--- config.mk ---
export PLATFORM = sky130hd
export DESIGN_NAME = lcd_hd44780_responder
export DESIGN_NICKNAME = d
export VERILOG_FILES = /design/src/rtl/lcd_hd44780_responder.sv
export SDC_FILE = /design/constraint.sdc
export NUM_CORES = 2
export LEC_CHECK = 0
export ABC_AREA = 1
export BUFFER_PORTS_ARGS = -buffer_cell sky130_fd_sc_hd__buf_2
export CAP_MARGIN = 25
export CELL_PAD_IN_SITES_DETAIL_PLACEMENT = 1
export CELL_PAD_IN_SITES_GLOBAL_PLACEMENT = 1
export CORE_MARGIN = 10
export CORE_UTILIZATION = 40
export CTS_CLUSTER_SIZE = 24
export DETAILED_ROUTE_END_ITERATION = 10
export PLACE_DENSITY_LB_ADDON = 0.05
export SYNTH_ARGS = -nofsm -noshare
export SYNTH_HDL_FRONTEND = slang
export SYNTH_SLANG_ARGS = --single-unit
--- constraint.sdc ---
create_clock -name clk -period 3.9 [get_ports clk]
set_input_delay 0 -clock clk [delete_from_list [all_inputs] [get_ports clk]]
set_output_delay 0 -clock clk [all_outputs]
set_load 0.02 [all_outputs]
--- src/rtl/lcd_hd44780_responder.sv ---
// lcd_hd44780_responder: HD44780-style 8-bit bus responder with DDRAM, AC, busy timing and error flags; optional init-sequence checker under INIT_CHECK_EN
module lcd_hd44780_responder #(
    parameter int BUSY_SHORT = 1850,
    parameter int BUSY_LONG  = 76000
) (
    input  logic       clk,
    input  logic       rst,
    input  logic       lcd_rs,
    input  logic       lcd_rw,
    input  logic       lcd_en,
    input  logic [7:0] lcd_data_in,
    output logic [7:0] lcd_data_out,
    output logic       lcd_data_oe,
    output logic       busy,
    output logic [6:0] ac,
    output logic       disp_on,
    output logic       cursor_on,
    output logic       blink_on,
    output logic       two_line,
    output logic       id_inc,
    output logic       entry_shift,
    input  logic [6:0] view_addr,
    output logic [7:0] view_char,
    output logic       busy_viol,
    output logic       cmd_err
);
    localparam int CW = $clog2(BUSY_LONG + 1);
    localparam logic [CW-1:0] SHORT_C = CW'(BUSY_SHORT);
    localparam logic [CW-1:0] LONG_C  = CW'(BUSY_LONG);
    localparam logic [CW-1:0] ONE_C   = CW'(1);

    logic [1:0]    en_q, rs_q, rw_q;
    logic [7:0]    d_q1, d;
    logic          en_d;
    logic          en_s, rs_s, rw_s, rise, fall, wr, rd, ready, fs_init;
    logic [7:0]    mem [80];
    logic [CW-1:0] cnt;
    logic          sweep;
    logic [6:0]    sweep_idx, ac_idx, view_idx;
    logic          ac_ok, view_ok;

    function automatic logic [6:0] idx_of(input logic [6:0] a, input logic tl);
        return (tl && a[6]) ? a - 7'd24 : a;
    endfunction

    function automatic logic addr_ok(input logic [6:0] a, input logic tl);
        return tl ? (a <= 7'h27 || (a >= 7'h40 && a <= 7'h67)) : (a <= 7'h4f);
    endfunction

    function automatic logic [6:0] step(input logic [6:0] a, input logic tl, input logic inc);
        if (tl)
            return inc ? (a == 7'h27 ? 7'h40 : a == 7'h67 ? 7'h00 : a + 7'd1)
                       : (a == 7'h00 ? 7'h67 : a == 7'h40 ? 7'h27 : a - 7'd1);
        return inc ? (a == 7'h4f ? 7'h00 : a + 7'd1) : (a == 7'h00 ? 7'h4f : a - 7'd1);
    endfunction

    assign en_s        = en_q[1];
    assign rs_s        = rs_q[1];
    assign rw_s        = rw_q[1];
    assign rise        = en_s & ~en_d;
    assign fall        = ~en_s & en_d;
    assign wr          = fall & ~rw_s;
    assign rd          = fall & rw_s;
    assign busy        = cnt != '0;
    assign lcd_data_oe = en_s & rw_s;
    assign fs_init     = !rs_s && d[7:4] == 4'b0011;
    assign ac_idx      = idx_of(ac, two_line);
    assign ac_ok       = ac_idx < 7'd80;
    assign view_idx    = idx_of(view_addr, two_line);
    assign view_ok     = view_idx < 7'd80;

`ifdef INIT_CHECK_EN
    typedef enum logic [1:0] {WAIT_FS1, WAIT_FS2, WAIT_FS3, READY} init_t;
    init_t st, st_n;

    // init state register
    always_ff @(posedge clk) begin
        st <= rst ? WAIT_FS1 : st_n;
    end

    // advance one step per accepted 0b0011xxxx instruction write
    always_comb begin
        st_n = st;
        if (wr && !busy && fs_init)
            st_n = st == WAIT_FS1 ? WAIT_FS2 : st == WAIT_FS2 ? WAIT_FS3 : READY;
    end

    assign ready = st == READY;
`else
    assign ready = 1'b1;
`endif

    // two-flop synchronizers for the asynchronous bus, plus EN history for edge detect
    always_ff @(posedge clk) begin
        if (rst) begin
            en_q <= '0;
            rs_q <= '0;
            rw_q <= '0;
            d_q1 <= '0;
            d    <= '0;
            en_d <= 1'b0;
        end else begin
            en_q <= {en_q[0], lcd_en};
            rs_q <= {rs_q[0], lcd_rs};
            rw_q <= {rw_q[0], lcd_rw};
            d_q1 <= lcd_data_in;
            d    <= d_q1;
            en_d <= en_s;
        end
    end

    // command/data execution, busy timer, clear sweep and sticky error flags
    always_ff @(posedge clk) begin
        if (rst) begin
            ac          <= '0;
            id_inc      <= 1'b1;
            entry_shift <= 1'b0;
            disp_on     <= 1'b0;
            cursor_on   <= 1'b0;
            blink_on    <= 1'b0;
            two_line    <= 1'b0;
            cnt         <= '0;
            busy_viol   <= 1'b0;
            cmd_err     <= 1'b0;
            sweep       <= 1'b0;
            sweep_idx   <= '0;
            for (int i = 0; i < 80; i++) mem[i] <= 8'h20;
        end else begin
            if (busy) cnt <= cnt - ONE_C;
            if (sweep) begin
                mem[sweep_idx] <= 8'h20;
                sweep_idx      <= sweep_idx + 7'd1;
                if (sweep_idx == 7'd79) sweep <= 1'b0;
            end
            if (rd && rs_s) ac <= step(ac, two_line, id_inc);
            if (wr && busy) begin
                busy_viol <= 1'b1;
            end else if (wr && !ready && !fs_init) begin
                cmd_err <= 1'b1;
            end else if (wr) begin
                cnt <= SHORT_C;
                if (rs_s) begin
                    if (ac_ok) mem[ac_idx] <= d;
                    ac <= step(ac, two_line, id_inc);
                end else if (d[7]) begin
                    if (addr_ok(d[6:0], two_line)) ac <= d[6:0];
                    else cmd_err <= 1'b1;
                end else if (d[6]) begin
                    cmd_err <= 1'b1;
                end else if (d[5]) begin
                    if (d[4]) two_line <= d[3];
                    else cmd_err <= 1'b1;
                end else if (d[4]) begin
                    if (!d[3]) ac <= step(ac, two_line, d[2]);
                end else if (d[3]) begin
                    {disp_on, cursor_on, blink_on} <= d[2:0];
                end else if (d[2]) begin
                    {id_inc, entry_shift} <= d[1:0];
                end else if (d[1]) begin
                    ac  <= '0;
                    cnt <= LONG_C;
                end else if (d[0]) begin
                    ac        <= '0;
                    id_inc    <= 1'b1;
                    cnt       <= LONG_C;
                    sweep     <= 1'b1;
                    sweep_idx <= '0;
                end else begin
                    cmd_err <= 1'b1;
                end
            end
        end
    end

    // read data captured when EN rises and held through the rest of the cycle
    always_ff @(posedge clk) begin
        if (rst) lcd_data_out <= '0;
        else if (rise) lcd_data_out <= rs_s ? (ac_ok ? mem[ac_idx] : 8'h20) : {busy, ac};
    end

    // registered inspection port
    always_ff @(posedge clk) begin
        if (rst) view_char <= 8'h20;
        else view_char <= view_ok ? mem[view_idx] : 8'h20;
    end
endmodule

Word-level counts from Yosys, hierarchy flattened
Memory sizes are Yosys's and may differ from the RTL's. A register that Yosys moved wholly into a read port is not among the register bits. Index checks and enable logic that the tools add are counted.

Register bits after elaboration: 71. Latch bits: 0. RAM bits: 640. Bits in read-only memories: 0. Bits of input ports: 20. Output and inout port bits: 33. Word-level logic and storage cells: 194. Memories: 1.

Add/subtract/negate cells: 6. Multiply operators: 0. Div/mod/pow operators: 0. Order comparisons: 6. Equal/unequal tests: 12. Shift-type cells: 0. Muxes and demuxes: 117. Bitwise gates (word level): 16. Reduce and logical (&&, ||, !) cells: 17.

Memory list: mem (depth 80, bits a word 8, rd ports 2, clocked after memory_dff 1, wr ports 80, line 36) `logic [7:0] mem [80];`.

Operator list (number): 7-bit 2-to-1 mux (45); 17-bit 2-to-1 mux (12); 1-bit 2-to-1 mux (56); 8-bit 2-to-1 mux (4); 7-bit equality test (second input constant) (4); 9-bit AND reduction (2); 17-bit nonzero test (1); 17-bit by 1-bit subtractor with 17-bit output (second input constant) (1); 4-bit by 1-bit inequality test with 1-bit output (second input constant) (4); 8-bit OR reduction (2); 7-bit by 1-bit adder with 7-bit output (second input constant) (2); 7-bit <= comparator (second input constant) (2); 7-bit less-than comparator (second input constant) (2); 7-bit by 5-bit subtractor with 7-bit output (second input constant) (2); 1-bit NOT (11); 10-bit AND reduction (1); 8-bit AND reduction (1); 7-bit by 6-bit equality test with 1-bit output (second input constant) (1); 7-bit >= comparator (second input constant) (1); 7-bit by 6-bit <= comparator with 1-bit output (second input constant) (1); 7-bit zero test (1); 7-bit AND reduction (1); 7-bit by 1-bit subtractor with 7-bit output (second input constant) (1); 1-bit bitwise AND (5); 7 further kinds (11).

Depth between registers and ports, before layout
Depth in word-level cells: 19. Gate-level depth with buffers: 18. Depth with buffers taken out: 16.

Worst setup path before layout
No wires, ideal clock.

Kind: register -> register. Start point: register ac[3]. End point: memory mem[63][0] (enable). Library setup time: 0.376 ns. Arrival: 2.526 ns. Data required time: 3.524 ns. Setup slack: 0.998 ns. Cell stages (with the launch flop): 13. Buffers on the path: 0. Clock period less this slack: 2.902 ns. Cells stage by stage: dfxtp_1 clkinv_1 ha_1 inv_1 o21ai_2 inv_2 nor2_2 inv_2 nor2_1 inv_2 nor2_2 inv_2 o211ai_1.

RTL lines: from (decl) (line 15) `output logic [6:0] ac,`; from (signal assigned) (line 135) `if (rd && rs_s) ac <= step(ac, two_line, id_inc);`; from (signal assigned) (line 144) `ac <= step(ac, two_line, id_inc);`; from (signal assigned) (line 146) `if (addr_ok(d[6:0], two_line)) ac <= d[6:0];`; to (decl) (line 36).

==> flow_summary.ini <==
[power_and_ir_drop]
p_int_mw = 15.0
power.leakage_nw = 17.2
combPwrFrac_pct = 10.5
clkPwrFrac_pct = 42.3
power_density_nw_per_um2 = 434
p_seq_share_pct = 47.2
ir_drop_uv = 323
power_mw = 20.5
swShare_pct = 27.0
switchingPower_mw = 5.52

[sta]
final_max_slew_viol_count = 0
finalCriticalPeriod_ns = 3.45
rsz0062_at_grt = no
finClkSkew_ns = 0.0301
slew_headroom_pct = 22.3
finalSetupTns_ns = 0
hold_viol = 0
setup_viol_count_final = 0
worst_slack_ns = 0.454
fmax_ghz = 0.290
hold_ws_ns = 0.0625
tightest_slew_ns = 1.16
finalCritPeriodShare_pct = 88.4

[cells_and_area]
final_cell_mix = 1137 x nor2_1, 758 x nand2_1, 704 x edfxtp_1
fin_area_sq_um = 47100
fin_cells = 6490
fin_util_pct = 45.5
fillers = 12300
final_nets = 5062
final_common_cell = nor2_1
drive_gt1_share_pct = 11.5
syn_to_final_growth_pct = 13.2

[logic_synthesis]
synth_top_area_cell = edfxtp_1
yosys_warnings = 0
yosysSeqAreaShare_pct = 54.6
synthTopCellsByArea = edfxtp_1 51%, nor2_1 10%, nand2_1 6.9%, o21ai_0 5.8%, a21oi_1 4.0%
ys.flop_type = edfxtp_1
yosysTopAreaCellShare_pct = 50.8
ys_types = 46
synth-async-reset-ratio_pct = 0
synth_seq_cells = 783
avgSynthCellArea_sq_um = 8.33
syn-cell-area_sq_um = 41700
synth_edf_count = 704
synthCells = 5000

[global_routing]
grt_pass1_vias = 38600
gr-total-overflow = 0
grt_max_degree = 147
antenna_found_initial = 3
grt_pass1_wl_mm = 282
grt.total_usage_pct = 32.9

[placement]
gp_congestion = 0.931
portBuffers = 52
dp_cells = 6305
placed_area_sq_um = 44000
dp_slack_ns = 0.521
dp_hpwl_mm = 132

[critical_path]
timing.rr.start = ac[4]$_SDFF_PP0_
crit_path_end_kind = register
critPathLaunchType = register
criticalPathCategory = register to register
critPathMaxFanout = 10
rr_worst_depth = 12
r2r_end = mem[69][7]$_SDFFCE_PN0P_
arrival_ns = 3.82
rrSetupSlack_ns = 0.45
crit_required_ns = 4.27

[worst_hold_path]
hold_path_end = d_q1[4]$_SDFF_PP0_
worstHoldStart = lcd_data_in[4]
hold_depth = 4
hp-class = input port to register

[drt]
wl_mm = 199
dr.pass1.iters = 6
wire_per_inst_um = 30.6
vias = 39600
antenna_left = 0
vias_per_cell = 6.10
drt_iter0_drc = 5328
route.detailed.drc = 0

[cts]
path_clk_slew_ns = 0.06
cts_tree = done
h-tree-depth = 3
root_buffer = clkbuf_16
insertion_delay_ns = 0.71
cts_buffer_depth = 3
clock_sinks = 783
cts_made_buffers = 90

[flow_run]
drv_cap = 0

[floorplan]
rows = 118
pin_count = 53
initial_core_util_pct = 40.2
die-area_sq_um = 117000
core_sq_um = 103000
chipHeight_um = 343
die_x_um = 343

[status]
status = finished, final reports clean
## cell usage after synthesis (3+ instances only)
cell type  instances
nor2_1          1146
nand2_1          761
edfxtp_1         704
o21ai_0          481
a21oi_1          329
inv_1            278
clkbuf_1         251
nand3_1          218
o22ai_1          166
inv_2            112
nor2_2            93
dfxtp_1           79
o211ai_1          66
buf_2             47
o221ai_1          39
nand4_1           36
nor3_1            31
buf_1             27
or2_2             16
o22a_1            14
clkinv_1          11
a22oi_1           10
xor2_1            10
ha_1               9
a31oi_1            8
o2111ai_1          8
nand3b_1           6
o31ai_1            6
xnor2_1            6
a21boi_0           4
nand2_2            4
nor4_1             4
a211oi_1           3
## per-layer routing
layer | share of wire [%] | up-vias | track usage [%]
met4 | 4.7 | 4 | 13.8
met1 | 40 | 19800 | 44.3
met3 | 10 | 457 | 6.81
met5 | 0.014 | - | 0
met2 | 45 | 2287 | 51.3
li1 | - | 17000 | -
## power by group through the flow
| stage | sequential [mW] | combinational, mW | clock [mW] |
|---|---|---|---|
| 2_1_floorplan | 9.73 | 1.30 | 0 |
| 3_3_place_gp | 9.83 | 2.06 | 0 |
| 3_5_place_dp | 9.83 | 2.08 | 0 |
| 4_1_cts | 9.66 | 2.10 | 8.72 |
| 5_1_grt | 9.69 | 2.32 | 9.02 |
| 6_report | 9.66 | 2.14 | 8.67 |
## cell type report
type	count	area [sq um]	share of cell area [%]
sequential	783	22700	48.2
multi-input combinational	3552	16500	35.0
clock buffer	117	2440	5.19
timing repair buffer	205	1730	3.67
tap	1380	1730	3.66
inverter	401	1530	3.24
clock inverter	51	497	1.05
antenna	1	2.50	0.00531
## sequential cells by signal, summed over array words and instances (netlist names), 7 cells and up
signal	count
mem	704
cnt	17
d	8
lcd_data_out	8
d_q1	8
sweep_idx	7
ac	7
view_char	8
## timing repair
item / CTS / global route
endpoints found under the hold margin: 13 / 0
setup buffers: 0 / 0
resized for setup: 0 / 0
hold buffers: 14 / 0
## cells by family after synthesis
logic type,synth area share (%)
xor gates and xnor gates,0.336
buffers and inverters,6.70
adders and majority gates,0.270
DFF,54.6
other,0.0180
AOI/OAI and AO/OA,15.4
muxes,0.0481
and+or+nand+nor,22.7
## worst max-delay path, stage by stage (launching register included)
cell and delay, ns:
dfxtp_1 0.55, ha_1 0.28, o21ai_1 0.09, nand2_1 0.18
inv_2 0.09, nor2_2 0.31, a21oi_2 0.14, nand2_4 0.18
nor2_2 0.05, inv_2 0.70, nor2_2 0.14, inv_2 0.17
nand2_1 0.23
## worst max-delay path by stage
| stage | start | to | slack (ns) | cells past startpoint |
|---|---|---|---|---|
| 2_1_floorplan | ac[3]$_SDFF_PP0_ | mem[63][0]$_SDFFCE_PN0P_ | 1.0 | 12 |
| 3_3_place_gp | cnt[0]$_SDFF_PP0_ | mem[43][3]$_SDFFCE_PN0P_ | 0.65 | 16 |
| 3_5_place_dp | ac[4]$_SDFF_PP0_ | mem[69][7]$_SDFFCE_PN0P_ | 0.52 | 12 |
| 4_1_cts | ac[4]$_SDFF_PP0_ | mem[69][7]$_SDFFCE_PN0P_ | 0.53 | 12 |
| 5_1_grt | cnt[0]$_SDFF_PP0_ | mem[69][1]$_SDFFCE_PN0P_ | 0.28 | 16 |
| 6_report | ac[4]$_SDFF_PP0_ | mem[69][7]$_SDFFCE_PN0P_ | 0.45 | 12 |
Power figures use the tool's default switching activity.
